$ cat src/rtl/trng_key_reader.sv
// Captures a full-width key from the TRNG, acknowledges it, then streams it out
// LSW first as WORD_W words over a valid/ready handshake.
module trng_key_reader #(
  parameter int N_BITS_KEY = 512,
  parameter int WORD_W     = 32,
  parameter int CNT_W      = 16
) (
  input  logic                  clk_i,
  input  logic                  rst_i,
  input  logic                  key_ready_i,
  input  logic [N_BITS_KEY-1:0] key_i,
  input  logic                  trng_intr_i,
  output logic                  ack_read_o,
  output logic                  word_valid_o,
  input  logic                  word_ready_i,
  output logic [WORD_W-1:0]     word_data_o,
  output logic                  word_last_o,
  input  logic                  flush_i,
  output logic                  fail_o,
  output logic [CNT_W-1:0]      keys_served_o
);

  localparam int N_WORDS = N_BITS_KEY / WORD_W;
  localparam int IDX_W   = (N_WORDS > 1) ? $clog2(N_WORDS) : 1;
  localparam logic [IDX_W-1:0] LAST_IDX = IDX_W'(N_WORDS - 1);
  localparam logic [CNT_W-1:0] CNT_MAX  = {CNT_W{1'b1}};

  typedef enum logic [1:0] {
    WAIT_KEY = 2'd0,
    ACK      = 2'd1,
    SERVE    = 2'd2,
    FAIL     = 2'd3
  } state_t;

  state_t                  state_reg, state_next;
  logic [N_BITS_KEY-1:0]   buffer_reg, buffer_next;
  logic [IDX_W-1:0]        idx_reg, idx_next;
  logic [CNT_W-1:0]        keys_reg, keys_next;

  logic [WORD_W-1:0]       word_array [N_WORDS];
  logic                    in_serve;
  logic                    at_last;

  // Slice the buffer into words so the output is a plain indexed select.
  for (genvar gi = 0; gi < N_WORDS; gi++) begin : g_words
    assign word_array[gi] = buffer_reg[gi*WORD_W +: WORD_W];
  end

  assign in_serve = (state_reg == SERVE);
  assign at_last  = in_serve && (idx_reg == LAST_IDX);

  always_comb begin
    state_next  = state_reg;
    buffer_next = buffer_reg;
    idx_next    = idx_reg;
    keys_next   = keys_reg;

    // A TRNG failure beats flush, transfer and capture alike.
    if (trng_intr_i) begin
      state_next  = FAIL;
      buffer_next = '0;
      idx_next    = '0;
    end else begin
      case (state_reg)
        WAIT_KEY: begin
          if (key_ready_i) begin
            buffer_next = key_i;
            idx_next    = '0;
            state_next  = ACK;
          end
        end
        ACK: begin
          if (flush_i) begin
            buffer_next = '0;
            idx_next    = '0;
            state_next  = WAIT_KEY;
          end else begin
            state_next  = SERVE;
          end
        end
        SERVE: begin
          if (flush_i) begin
            buffer_next = '0;
            idx_next    = '0;
            state_next  = WAIT_KEY;
          end else if (word_ready_i) begin
            if (at_last) begin
              buffer_next = '0;
              idx_next    = '0;
              state_next  = WAIT_KEY;
              if (keys_reg != CNT_MAX) begin
                keys_next = keys_reg + CNT_W'(1);
              end
            end else begin
              idx_next = idx_reg + IDX_W'(1);
            end
          end
        end
        FAIL: begin
          buffer_next = '0;
          idx_next    = '0;
        end
        default: begin
          state_next  = WAIT_KEY;
          buffer_next = '0;
          idx_next    = '0;
        end
      endcase
    end
  end

  always_ff @(posedge clk_i) begin
    if (rst_i) begin
      state_reg  <= WAIT_KEY;
      buffer_reg <= '0;
      idx_reg    <= '0;
      keys_reg   <= '0;
    end else begin
      state_reg  <= state_next;
      buffer_reg <= buffer_next;
      idx_reg    <= idx_next;
      keys_reg   <= keys_next;
    end
  end

  // Outputs are decoded purely from registered state, so flush or intr
  // arriving in ACK cannot cut that cycle's ack pulse short.
  assign ack_read_o    = (state_reg == ACK);
  assign word_valid_o  = in_serve;
  assign word_data_o   = in_serve ? word_array[idx_reg] : '0;
  assign word_last_o   = at_last;
  assign fail_o        = (state_reg == FAIL);
  assign keys_served_o = keys_reg;

endmodule

$ cat config.mk
export PLATFORM = sky130hd
export DESIGN_NAME = trng_key_reader
export DESIGN_NICKNAME = d
export VERILOG_FILES = /design/src/rtl/trng_key_reader.sv
export SDC_FILE = /design/constraint.sdc
export NUM_CORES = 1
export LEC_CHECK = 0
export CORE_AREA = 2 2 223 225
export DETAILED_ROUTE_END_ITERATION = 7
export DIE_AREA = 0 0 225 227
export GPL_TIMING_DRIVEN = 0
export PLACE_DENSITY = 0.83
export SLEW_MARGIN = 0
export SYNTH_ARGS = -nofsm -noshare
export SYNTH_HDL_FRONTEND = slang
export SYNTH_SLANG_ARGS = --single-unit
$ cat constraint.sdc
create_clock -name clk_i -period 3.15 [get_ports clk_i]
set_clock_uncertainty 0.2 [all_clocks]
set_input_delay 0.63 -clock clk_i [delete_from_list [all_inputs] [get_ports clk_i]]
set_output_delay 0.63 -clock clk_i [all_outputs]
set_load 0.1 [all_outputs]
==> metrics.md <==
| Metric | Value |
|---|---|
| Clock-pin transition on the worst setup and hold timing paths | `60 ps` |
| Clock sink total | `534` |
| CP max stage cell | `mux4_2` |
| WP data arrival | `2650 ps` |
| Gate power share | `12.8%` |
| GPL Wtd Cong | `0.9982` |
| Yosys top cell by area | `dfxtp_1` |
| Die W | `225 um` |
| Pwr dens | `509.8 nW/um2` |
| Yosys warns | `0` |
| Switching Fraction | `24.68%` |
| Die Height | `227 um` |
| TritonCTS clock tree | `yes` |
| Slew HR | `29.05%` |
| Yosys top cell area share | `52.25%` |
| Vias in the first global route | `18,360` |
| PnR worst setup slack | `-334.5 ps` |
| Post-Syn Area | `20,460 um2` |
| Initial Util | `42.15%` |
| Violated checks | `negative setup slack` |
| Synth cell count leaders | `dfxtp_1 (534), a22o_1 (512), mux4_2 (128), buf_2 (83), mux2i_1 (65)` |
| Pins Over Slew Limit | `0` |
| Drt via density | `6.259` |
| Routed length per placed instance | `30.04 um` |
| # H-tree levels | `2` |
| DIE AREA | `51,080 um2` |
| Sequential share of the synthesized area | `52.25%` |
| Largest net degree at the start of global routing | `15` |
| Final WL | `86.50 mm` |
| RSZ-0062 raised after global routing | `true` |
| Synth unique cells | `37` |
| PortBufs | `569` |
| Placed inst area | `27,380 um2` |
| Share of flip-flops with an asynchronous set or reset | `0%` |
| Multi-input logic area | `10,180 um2` |
| Tcrit/Tclk final | `110.6%` |
| Maxcap violations | `0` |
| Synth Register Bits | `534` |
| # rows | `81` |
| Peak supply drop | `0.4081 mV` |
| Share of layout cells above drive strength 1 | `21.15%` |
| Leading post-synthesis cells by cell area | `dfxtp_1 (52%), a22o_1 (22%), mux4_2 (14%)` |
| Int Power | `11.77 mW` |
| Hpwl dp | `65.29 mm` |
| Max Clk Rate | `0.2870 GHz` |
| Fillcell total | `3,628` |
| Critical Path Max Stage Delay | `550 ps` |
| Endpoint class of the critical path | `primary output` |
| Mapped Nets | `2,086` |
| Crit path required time | `2320 ps` |
| Sequential cell area | `10,700 um2` |
| Largest register FFs | `512` |
| Hold Buf Count CTS | `0` |
| DRT Pass-1 Iters | `5` |
| Syn Inst Count | `1,561` |
| Worst min-delay path class | `reg2reg` |
| Leak | `11.04 nW` |
| Global Route Usage Sum | `32.82%` |
| Clock Latency Late Sink | `610 ps` |
| Ys flop type | `dfxtp_1` |
| Flop pwr share | `45.7%` |
| Max FO, Critical Path | `8` |
| Clock share of power | `41.5%` |
| Most common cell in the netlist | `dfxtp_1` |
| Final Util | `63.13%` |
| Final #Nets | `2,724` |
| Slew @ Worst Pin | `1069 ps` |
| Clk buf depth | `3` |
| CTS Buf Count | `54` |
| Min cycle time layout | `3484 ps` |
| Worst-path cell chain | `buf_16 > buf_12 > mux4_2 > mux2i_4 > o22ai_4 > buf_12` |
| Routed Antenna Nets | `0` |
| Number of synthesized flops with an enable pin | `0` |
| # setup viols final | `32` |
| Final instance area | `30,650 um2` |
| Outcome | `complete, but fails checks` |
| Critical Path Most Common Cell | `buf_12` |
| Clock Tree Root | `clkbuf_16` |
| Syn Area/Cell | `13.11 um2` |
| First-pass GRT wire length | `122.9 mm` |
| Setup CP Type | `reg2out` |
| Remaining global-route overflow | `0` |
| Final Hold Viols | `0` |
| Core Region | `48,550 um2` |
| Startpoint Class | `flop` |
| Starting DRC count in detailed routing | `1,368` |
| Synth-to-Final Area Change | `49.78%` |
| Ports | `570` |
| Residual DRC count | `0` |
| Initial antenna violation count | `23` |
| Switching power of the nets | `3.855 mW` |
| Vias | `18,030` |
-- cell families after synthesis --
| kind of cell | Yosys count | synth area share, % |
|---|---|---|
| AO/OA/AOI/OAI | 583 | 24.05 |
| flip-flops | 534 | 52.25 |
| multiplexers | 198 | 17.54 |
| buffers and inverters | 169 | 3.608 |
| AND/OR/NAND/NOR | 70 | 2.122 |
| adder cells (fa/ha/maj) | 7 | 0.4280 |
-- path summary, 6_finish.rpt --
| path | slack, ps | cells past startpoint | startpoint | to |
|---|---|---|---|---|
| worst min-delay path | 270 | 1 | buffer_reg[237] | buffer_reg[237] |
| worst min register to register | 270 | 1 | buffer_reg[237] | buffer_reg[237] |
| worst max-delay path | -330 | 6 | idx_reg[0] | word_data_o[19] |
| worst max register to register | 270 | 8 | state_reg[1] | buffer_reg[22] |
-- worst max-delay path, delay by kind of cell (launching register included) --
| kind | cells | cell delay (ps) |
|---|---|---|
| buffers and inverters | 3 | 570 |
| flip-flops | 1 | 450 |
| AO/OA/AOI/OAI | 1 | 170 |
| multiplexers | 2 | 850 |
-- cells in the final DEF (no fill, tap or decap), drive strengths merged, types with 3 or more instances in the layout --
master and instances:
dfxtp 534, clkdlybuf4s50 533, a22o 512, buf 166, mux4 128, clkbuf 124, mux2i 65, o22ai 32
a21oi 19, diode 17, o31ai 12, or4 11, clkinv 10, nand2 8, nor2 8, nand3 7
ha 7, inv 7, nor2b 6, nor4 6, nand2b 5, nand4 5, mux2 5, o21ai 5
or3 4, clkinvlp 4, dlygate4sd2 3
-- power groups by stage --
stage	combinational, mW	sequential [mW]	clock (mW)
floorplan	0.802	7.23	0
global placement	1.80	7.27	0
detailed placement	1.83	7.28	0
CTS	1.96	7.14	6.48
global route	2.07	7.16	6.77
finish	2.00	7.15	6.48
-- layer usage --
metal	wire [um]	track usage [%]	vias to the layer above
met5	140	0	-
met4	4222	15.51	20
met3	8802	8.183	255
met2	41330	55.21	1191
met1	32010	39.64	8932
li1	-	-	7628
-- timing repair --
action / 4_1_cts / 5_1_grt
pin swaps: 7 / 9
gates cloned: 3 / 5
setup endpoints to repair: 214 / 32
resized for setup: 485 / 21
buffers inserted: 6 / 1
-- through the flow --
step | worst slack (ps) | hold WS, ps | cells | power (mW) | TNS, ps
floorplan | 95.27 | 236.9 | 1561 | 8.028 | 0
global placement | -1537 | 250.5 | 2752 | 9.073 | -293450
detailed placement | -1597 | 250.9 | 2752 | 9.109 | -302790
CTS | -376.7 | 271.1 | 2859 | 15.58 | -10610
global route | -387.7 | 278.2 | 2871 | 16.00 | -10530
finish | -334.5 | 270.1 | 2880 | 15.62 | -8302
-- area by class of cell --
class / count / share of cell area (%)
diodes: 17 / 0.1388
flip-flops and latches: 534 / 34.90
well taps: 622 / 2.540
multi-input cells: 858 / 33.22
repair buffers: 583 / 20.19
clock buffers: 80 / 5.230
plain buffers: 163 / 3.205
inverters: 5 / 0.06124
clock inverters: 18 / 0.5144
Power figures use the tool's default switching activity.
